===== src/rtl/if_fetch_unit_pkg.sv =====
// Shared types and default widths for the instruction-fetch front end.
package if_fetch_unit_pkg;

    localparam int IF_PC_WIDTH   = 32;
    localparam int IF_INST_WIDTH = 32;

    typedef enum logic [1:0] {
        IF_IDLE = 2'd0,
        IF_REQ  = 2'd1,
        IF_RSP  = 2'd2
    } if_state_e;

endpackage


===== src/rtl/if_fetch_unit_if.sv =====
// Instruction-memory request/grant + read-data bus between the fetch unit and memory.
interface if_fetch_unit_if
    import if_fetch_unit_pkg::*;
#(
    parameter int PC_WIDTH   = IF_PC_WIDTH,
    parameter int INST_WIDTH = IF_INST_WIDTH
) ();

    logic                  req;
    logic [PC_WIDTH-1:0]   addr;
    logic                  gnt;
    logic                  rvalid;
    logic [INST_WIDTH-1:0] rdata;

    modport master (
        output req,
        output addr,
        input  gnt,
        input  rvalid,
        input  rdata
    );

    modport slave (
        input  req,
        input  addr,
        output gnt,
        output rvalid,
        output rdata
    );

endinterface


===== src/rtl/if_inst_fifo.sv =====
// Small fetch buffer: flop array with a combinational head read so a push is visible the next cycle.
module if_inst_fifo #(
    parameter int WIDTH = 64,
    parameter int DEPTH = 2
) (
    input  logic                    clk,
    input  logic                    rst,
    input  logic                    push,
    input  logic                    pop,
    input  logic                    flush,
    input  logic [WIDTH-1:0]        din,
    output logic [WIDTH-1:0]        dout,
    output logic [$clog2(DEPTH):0]  count,
    output logic                    empty
);

    localparam int PTR_W = $clog2(DEPTH);
    localparam int CNT_W = PTR_W + 1;

    logic [WIDTH-1:0] mem_q [DEPTH];
    logic [DEPTH-1:0] wr_en;
    logic [PTR_W-1:0] wr_ptr_q, wr_ptr_d;
    logic [PTR_W-1:0] rd_ptr_q, rd_ptr_d;
    logic [CNT_W-1:0] count_q, count_d;
    logic             do_push;
    logic             do_pop;

    always_comb begin
        do_pop   = pop & (count_q != '0);
        // a pop in the same cycle frees the slot, so push-at-full is legal then
        do_push  = push & ((count_q != CNT_W'(DEPTH)) | do_pop);
        wr_ptr_d = wr_ptr_q;
        rd_ptr_d = rd_ptr_q;
        count_d  = count_q;
        if (flush) begin
            wr_ptr_d = '0;
            rd_ptr_d = '0;
            count_d  = '0;
        end else begin
            if (do_push) begin
                wr_ptr_d = wr_ptr_q + PTR_W'(1);
            end
            if (do_pop) begin
                rd_ptr_d = rd_ptr_q + PTR_W'(1);
            end
            count_d = count_q + CNT_W'(do_push) - CNT_W'(do_pop);
        end
    end

    for (genvar gi = 0; gi < DEPTH; gi++) begin : g_wr_en
        assign wr_en[gi] = do_push & ~flush & (wr_ptr_q == PTR_W'(gi));
    end

    always_ff @(posedge clk) begin
        if (rst) begin
            wr_ptr_q <= '0;
            rd_ptr_q <= '0;
            count_q  <= '0;
            for (int i = 0; i < DEPTH; i++) begin
                mem_q[i] <= '0;
            end
        end else begin
            wr_ptr_q <= wr_ptr_d;
            rd_ptr_q <= rd_ptr_d;
            count_q  <= count_d;
            for (int i = 0; i < DEPTH; i++) begin
                if (wr_en[i]) begin
                    mem_q[i] <= din;
                end
            end
        end
    end

    assign empty = (count_q == '0);
    assign count = count_q;
    assign dout  = empty ? '0 : mem_q[rd_ptr_q];

endmodule


===== src/rtl/if_fetch_unit.sv =====
// Instruction-fetch front end: one outstanding imem request, redirect squash, and a {pc, inst} buffer.
module if_fetch_unit
    import if_fetch_unit_pkg::*;
#(
    parameter int PC_WIDTH   = IF_PC_WIDTH,
    parameter int INST_WIDTH = IF_INST_WIDTH,
    parameter int FIFO_DEPTH = 2
) (
    input  logic                  clk,
    input  logic                  rst,
    input  logic                  cpu_en,
    input  logic [PC_WIDTH-1:0]   pc,
    input  logic                  br_taken,
    output logic                  pc_stall,
    if_fetch_unit_if.master       imem,
    output logic                  if_valid,
    output logic [PC_WIDTH-1:0]   if_pc,
    output logic [INST_WIDTH-1:0] if_inst,
    input  logic                  id_ready
);

    localparam int CNT_W  = $clog2(FIFO_DEPTH) + 1;
    localparam int ENTRY_W = PC_WIDTH + INST_WIDTH;

    if_state_e             state_q, state_d;
    logic [PC_WIDTH-1:0]   req_addr_q, req_addr_d;
    logic                  drop_q, drop_d;
    logic                  imem_req_q, imem_req_d;

    logic [CNT_W-1:0]      fifo_count;
    logic [CNT_W-1:0]      count_after;
    logic                  fifo_empty;
    logic                  fifo_push;
    logic                  fifo_pop;
    logic [ENTRY_W-1:0]    fifo_din;
    logic [ENTRY_W-1:0]    fifo_dout;
    logic                  retire;
    logic                  issue;

    always_comb begin
        retire    = (state_q == IF_RSP) & imem.rvalid;
        fifo_push = retire & ~drop_q & ~br_taken;
        fifo_pop  = ~fifo_empty & id_ready & ~br_taken;
        // occupancy once this cycle settles; a new fetch needs a guaranteed free slot
        count_after = fifo_count + CNT_W'(fifo_push) - CNT_W'(fifo_pop);
        issue       = cpu_en & ~br_taken & (count_after < CNT_W'(FIFO_DEPTH));
        pc_stall    = ~(br_taken | ((state_q == IF_REQ) & imem.gnt & ~drop_q));

        state_d    = state_q;
        req_addr_d = req_addr_q;
        unique case (state_q)
            IF_IDLE: begin
                if (issue) begin
                    state_d    = IF_REQ;
                    req_addr_d = pc;
                end
            end
            IF_REQ: begin
                if (imem.gnt) begin
                    state_d = IF_RSP;
                end
            end
            IF_RSP: begin
                if (imem.rvalid) begin
                    if (issue) begin
                        state_d    = IF_REQ;
                        req_addr_d = pc;
                    end else begin
                        state_d = IF_IDLE;
                    end
                end
            end
            default: state_d = IF_IDLE;
        endcase

        // retiring clears the mark; a redirect on the retire cycle is handled by gating the push
        drop_d = drop_q;
        if (retire) begin
            drop_d = 1'b0;
        end else if (br_taken && (state_q != IF_IDLE)) begin
            drop_d = 1'b1;
        end

        imem_req_d = (state_d == IF_REQ);
    end

    always_ff @(posedge clk) begin
        if (rst) begin
            state_q    <= IF_IDLE;
            req_addr_q <= '0;
            drop_q     <= 1'b0;
            imem_req_q <= 1'b0;
        end else begin
            state_q    <= state_d;
            req_addr_q <= req_addr_d;
            drop_q     <= drop_d;
            imem_req_q <= imem_req_d;
        end
    end

    assign imem.req  = imem_req_q;
    assign imem.addr = req_addr_q;
    assign fifo_din  = {req_addr_q, imem.rdata};

    if_inst_fifo #(
        .WIDTH (ENTRY_W),
        .DEPTH (FIFO_DEPTH)
    ) u_fifo (
        .clk   (clk),
        .rst   (rst),
        .push  (fifo_push),
        .pop   (fifo_pop),
        .flush (br_taken),
        .din   (fifo_din),
        .dout  (fifo_dout),
        .count (fifo_count),
        .empty (fifo_empty)
    );

    assign if_valid = ~fifo_empty;
    assign if_pc    = fifo_dout[ENTRY_W-1:INST_WIDTH];
    assign if_inst  = fifo_dout[INST_WIDTH-1:0];

endmodule


===== src/flat_wrapper.sv =====
// flat-port wrapper written by rule: the top's interface ports become plain ports
module if_fetch_unit_flat import if_fetch_unit_pkg::*;
#(
    parameter int PC_WIDTH   = IF_PC_WIDTH,
    parameter int INST_WIDTH = IF_INST_WIDTH,
    parameter int FIFO_DEPTH = 2
)
  (clk, rst, cpu_en, pc, br_taken, pc_stall, if_valid, if_pc, if_inst, id_ready, imem_req, imem_addr, imem_gnt, imem_rvalid, imem_rdata);
  if_fetch_unit_if #(.PC_WIDTH(PC_WIDTH), .INST_WIDTH(INST_WIDTH)) imem_i ();
  input  logic clk;
  input  logic rst;
  input  logic cpu_en;
  input  logic [PC_WIDTH-1:0] pc;
  input  logic br_taken;
  output logic pc_stall;
  output logic if_valid;
  output logic [PC_WIDTH-1:0] if_pc;
  output logic [INST_WIDTH-1:0] if_inst;
  input  logic id_ready;
  output wire logic [$bits(imem_i.req)-1:0] imem_req;
  output wire logic [$bits(imem_i.addr)-1:0] imem_addr;
  input wire logic [$bits(imem_i.gnt)-1:0] imem_gnt;
  input wire logic [$bits(imem_i.rvalid)-1:0] imem_rvalid;
  input wire logic [$bits(imem_i.rdata)-1:0] imem_rdata;
  assign imem_req = imem_i.req;
  assign imem_addr = imem_i.addr;
  assign imem_i.gnt = imem_gnt;
  assign imem_i.rvalid = imem_rvalid;
  assign imem_i.rdata = imem_rdata;
  if_fetch_unit #(.PC_WIDTH(PC_WIDTH), .INST_WIDTH(INST_WIDTH), .FIFO_DEPTH(FIFO_DEPTH)) u_core (.clk(clk), .rst(rst), .cpu_en(cpu_en), .pc(pc), .br_taken(br_taken), .pc_stall(pc_stall), .imem(imem_i), .if_valid(if_valid), .if_pc(if_pc), .if_inst(if_inst), .id_ready(id_ready));
endmodule

===== config.mk =====
export PLATFORM = sky130hd
export DESIGN_NAME = if_fetch_unit_flat
export DESIGN_NICKNAME = d
export VERILOG_FILES = /design/src/rtl/if_fetch_unit_pkg.sv /design/src/rtl/if_fetch_unit_if.sv /design/src/rtl/if_inst_fifo.sv /design/src/rtl/if_fetch_unit.sv /design/src/flat_wrapper.sv
export SDC_FILE = /design/constraint.sdc
export NUM_CORES = 1
export LEC_CHECK = 0
export ABC_AREA = 1
export CORE_AREA = 2 2 100 151
export DETAILED_ROUTE_END_ITERATION = 8
export DIE_AREA = 0 0 102 153
export PLACE_DENSITY = 0.89
export SKIP_CTS_REPAIR_TIMING = 1
export SYNTH_ARGS = -nofsm -noshare
export SYNTH_HDL_FRONTEND = slang
export SYNTH_SLANG_ARGS = --single-unit

===== constraint.sdc =====
create_clock -name clk -period 7.6 [get_ports clk]
set_input_delay 1.52 -clock clk [delete_from_list [all_inputs] [get_ports clk]]
set_output_delay 1.52 -clock clk [all_outputs]
set_load 0.01 [all_outputs]

---- After elaboration in Yosys (flattened, before gate mapping) ----
Memory sizes are Yosys's and may differ from the RTL's. A register that Yosys moved wholly into a read port is not among the register bits.
Index checks and enable logic that the tools add are counted.
word-level totals
  register bits ........................... 40
  memories kept ........................... 1
  word-level logic and storage cells ...... 73
  RAM bits ................................ 128
cells by class
  order comparisons ....................... 1
  reduce and logical (&&, ||, !) cells .... 9
  bitwise logic cells ..................... 23
  eq/ne operators ......................... 5
  multiplexer cells ....................... 21
  $add $sub $neg .......................... 6
memory list
  name                 depth  bits a word  read ports  clocked after memory_dff  write ports  RTL line            source
  u_core.u_fifo.mem_q  2      64           1           1                         2            if_inst_fifo.sv:20  logic [WIDTH-1:0] mem_q [DEPTH];
operator list
  operator                                       count
  two-way mux 64 bit                             3
  two-way mux 32 bit                             2
  one-hot mux 32 bit (2 select lines)            1
  AND 1 bit                                      14
  two-way mux 1 bit                              11
  two-way mux 2 bit                              3
  one-hot mux 2 bit (3 select lines)             1
  nonzero test 2 bit                             3
  NOT 1 bit                                      5
  adder 2 x 1 -> 2 bit                           2
  == test 2 x 1 -> 1 bit, second input constant  2
  zero test 2 bit                                2
  != test 2 bit, second input constant           2
  OR 1 bit                                       4
  OR reduction 2 bit                             2
  subtractor 2 x 1 -> 2 bit                      2
  adder 1 bit, second input constant             2
  == test 2 bit, second input constant           1
  < comparator 2 bit, second input constant      1
  AND reduction 2 bit                            1
  logical AND 1 bit                              1

---- Longest topological paths before layout ----
  depth in word-level cells ............... 13
  gate-level depth with buffers ........... 16
  depth with buffers taken out ............ 14

---- Hierarchy ----
From an unflattened synthesis, not the netlist that was laid out.
second synthesis, totals
  cell total of the unflattened synthesis .. 828
  area total of the unflattened synthesis .. 7,632.3 um^2
by module, submodules not included
  module         instances  sequential area each (um^2)  cells an instance  area an instance (um^2)
  if_inst_fifo   1          3,943.8                      513                5,738.0
  if_fetch_unit  1          720.7                        315                1,894.3

---- Least setup slack after synthesis ----
No wires, ideal clock.
  kind .................................... input -> register
  start point ............................. in id_ready
  end point ............................... mem u_core.u_fifo.mem_q[0][0], enable pin
  arrival ................................. 6.464 ns
  path buffers ............................ 0
  setup slack ............................. 0.561 ns
  stages .................................. 6
  path through ............................ inv_1 nor2_4 nand2_1 nand3_2 nand2_1 o21ai_0
RTL lines
  what                RTL line            source
  start: declaration  flat_wrapper.sv:19  input logic id_ready;
  end: declaration    if_inst_fifo.sv:20

==> metrics.txt <==
status finished, final reports clean; top cells by area, synth edfxtp_1 54%, dfxtp_1 12%, nand2_1 11%, nor2_1 6.2%, a21oi_1 5.0%; Layout area overhead 33.8%; most frequent cells after synthesis 208 x nand2_1, 128 x edfxtp_1, 117 x nor2_1, 82 x inv_1, 71 x a21oi_1; Max Clk Rate between 200 and 250 MHz; FF/Latch Area ~4700 um2; clk slew on worst S/H paths around 0.06 ns; adder-cell share of the synthesized area less than 1%; CP endpoint kind output port; Clk Latency, worst-skew pair between 0.4 and 0.5 ns; Max-Cap Viols 0; top cell type by total area after synthesis edfxtp_1; clock root buffer clkbuf_16; dpl hpwl around 11000 um; worst min-delay path class flop to flop; cell with the most instances after synthesis nand2_1; largest net degree at the start of global routing 66; Syn Inst Count 723; register area share after synthesis 66.1%; Port Buf Inserts 169; maximum VDD drop roughly 0.18 mV; xor and xnor area share after synthesis 0.124%; Min-Delay Endpoint u_core.u_fifo.rd_ptr_q; Leak roughly 3.8 nW; 1st-pass router iterations 4; die area between 15000 and 20000 um2; Clock Path Buffers 2; n_diodes 0; RePlAce Congestion approximately 0.84; synth warn 0; Synth Net Count roughly 800; WHS Path Cells 2; power density cells about 220 nW/um2; setup_tns 0 ns; vias per cell between 4 and 5; post-synth cell types 24; worst r2r src u_core.u_fifo.count[1]; first-pass GRT wire length ~26000 um; Final Skew about 0.011 ns; layout cells sized above 1 just under 8%; hold path start u_core.u_fifo.rd_ptr_q; largest family of logic cells by synthesized area simple AND/OR/NAND/NOR gates; Routed WL 16300 um; Most used DFF post-synth edfxtp_1; multi-input logic area 1880 um2; Mapped Area 7050 um2; Initial DRC Count 267; I/O pins 170; RSZ-0062 raised after global routing false; WP data required ~6 ns; H-Tree Depth 4; compound-gate portion of the synthesized area 5.25%; Die Wd a little over 100 um; antenna violations before repair 0; CP startpoint kind flop; final setup vio count 0; Filler Cells Inserted around 1100; asr flop ratio synth 0%; peak fanout along the critical path 65; final slew viol count 0; reg-to-reg endpoint u_core.u_fifo.mem_q[0][36]; post-synthesis mux area share 0%; Setup CP Type flop to output port; Routed WL per cell 15.0 um; hold_ws 0.520 ns; residual DRC count 0; GRT overflow 0; TritonCTS Buffers 17; Total GRT Usage between 20% and 30%; initial core utilization between 40% and 50%; Worst-Margin Slew roughly 0.9 ns; Tmin final roughly 4.5 ns; Slew headroom 38.4%; clk sinks roughly 170; worst-case reg-to-reg path depth 7; Synth top area share between 50% and 60%; register bit count reported by yosys ~170; synthesized area per cell 9.76 um2; TritonCTS clock tree built; fraction of the mapped netlist area in simple logic gates between 20 and 25%; Die Height approximately 150 um; number of antenna-violating nets in the routed design 0; FP Rows 54; core area 14300 um2; vias in the first global route 5499; DR vias ~5200; CP Data Arrival Time 3.00 ns; part of the cycle the worst path needs between 50% and 60%; flop2flop setup slack approximately 4.7 ns; Post-synth EDFFs approximately 130; Fin. Hold Viols 0; layout net count around 960
-- report_power, final --
group / total [mW] / leakage [nW] / internal, mW / switching (mW)
sequential: 1.04 / 1.65 / 1.03 / 0.0142
clock: 0.862 / 0.279 / 0.492 / 0.370
combinational: 0.147 / 1.83 / 0.0721 / 0.0747
-- placed cells by master (no fill, tap or decap), types with 4 or more instances in the layout --
cell type / n
clkdlybuf4s50_1: 169
a21oi_1: 71
inv_6: 5
clkbuf_16: 17
nor2_1: 117
clkinvlp_4: 4
dfxtp_1: 40
nor2_2: 22
nand2_1: 207
edfxtp_1: 128
buf_4: 6
inv_1: 82
-- metal layers --
metal  GRT usage, %  share of wire (%)
met1           21.2                 35
met2           40.6                 56
met3           5.81                5.2
met4           10.9                4.3
met5              0                  0
-- area by class of cell --
cell class | count | area share, %
clock buffers | 17 | 4.51
clock inverters | 15 | 1.75
repair buffers | 175 | 18.4
multi-input cells | 433 | 19.9
inverters | 85 | 3.38
flip-flops and latches | 169 | 49.4
well taps | 196 | 2.60
-- worst max path at each step --
stage                         from                         end  slack [ns]
after floorplan           id_ready   u_core.u_fifo.mem_q[0][0]        0.56
final                         flop                   if_pc[18]        3.08
after global routing          flop                  if_inst[3]        2.92
after detailed placement  br_taken  u_core.u_fifo.mem_q[0][25]        3.31
after CTS                     flop                   if_pc[18]        3.02
after global placement    br_taken                    pc_stall        3.36
-- per-stage QoR --
step	power (mW)	util, %	setup slack, ns	cell area [um2]	instances
after floorplan	1.13	-	0.561	7050	723
after global routing	2.13	65.9	2.92	9440	1090
after global placement	1.20	61.8	3.36	8850	1058
after detailed placement	1.21	61.8	3.31	8850	1058
final	2.05	65.9	3.08	9440	1090
after CTS	2.07	65.9	3.02	9440	1090
-- cell families after synthesis --
kind of cell | count (synthesis)
simple gates | 356
flops | 169
buf+inv | 121
compound gates | 73
fa+ha+maj | 3
xor+xnor | 1
-- flip-flops by register name (all words and copies together) (netlist names), named ones only --
signal,flops
u_core.u_fifo.mem_q,128
u_core.u_fifo.wr_ptr_q,1
u_core.u_fifo.rd_ptr_q,1
u_core.imem.req,1
u_core.imem.addr,32
u_core.drop_q,1
u_core.state_q,2
u_core.u_fifo.count,2
-- critical path, cell delays in order, from the launching register on --
cell	delay, ns
dfxtp_2	0.31
buf_4	0.31
inv_2	0.54
buf_4	0.45
nand2_1	0.11
a21oi_1	0.21
clkdlybuf4s50_1	0.61
No activity file was read; power rests on OpenSTA's default activity.
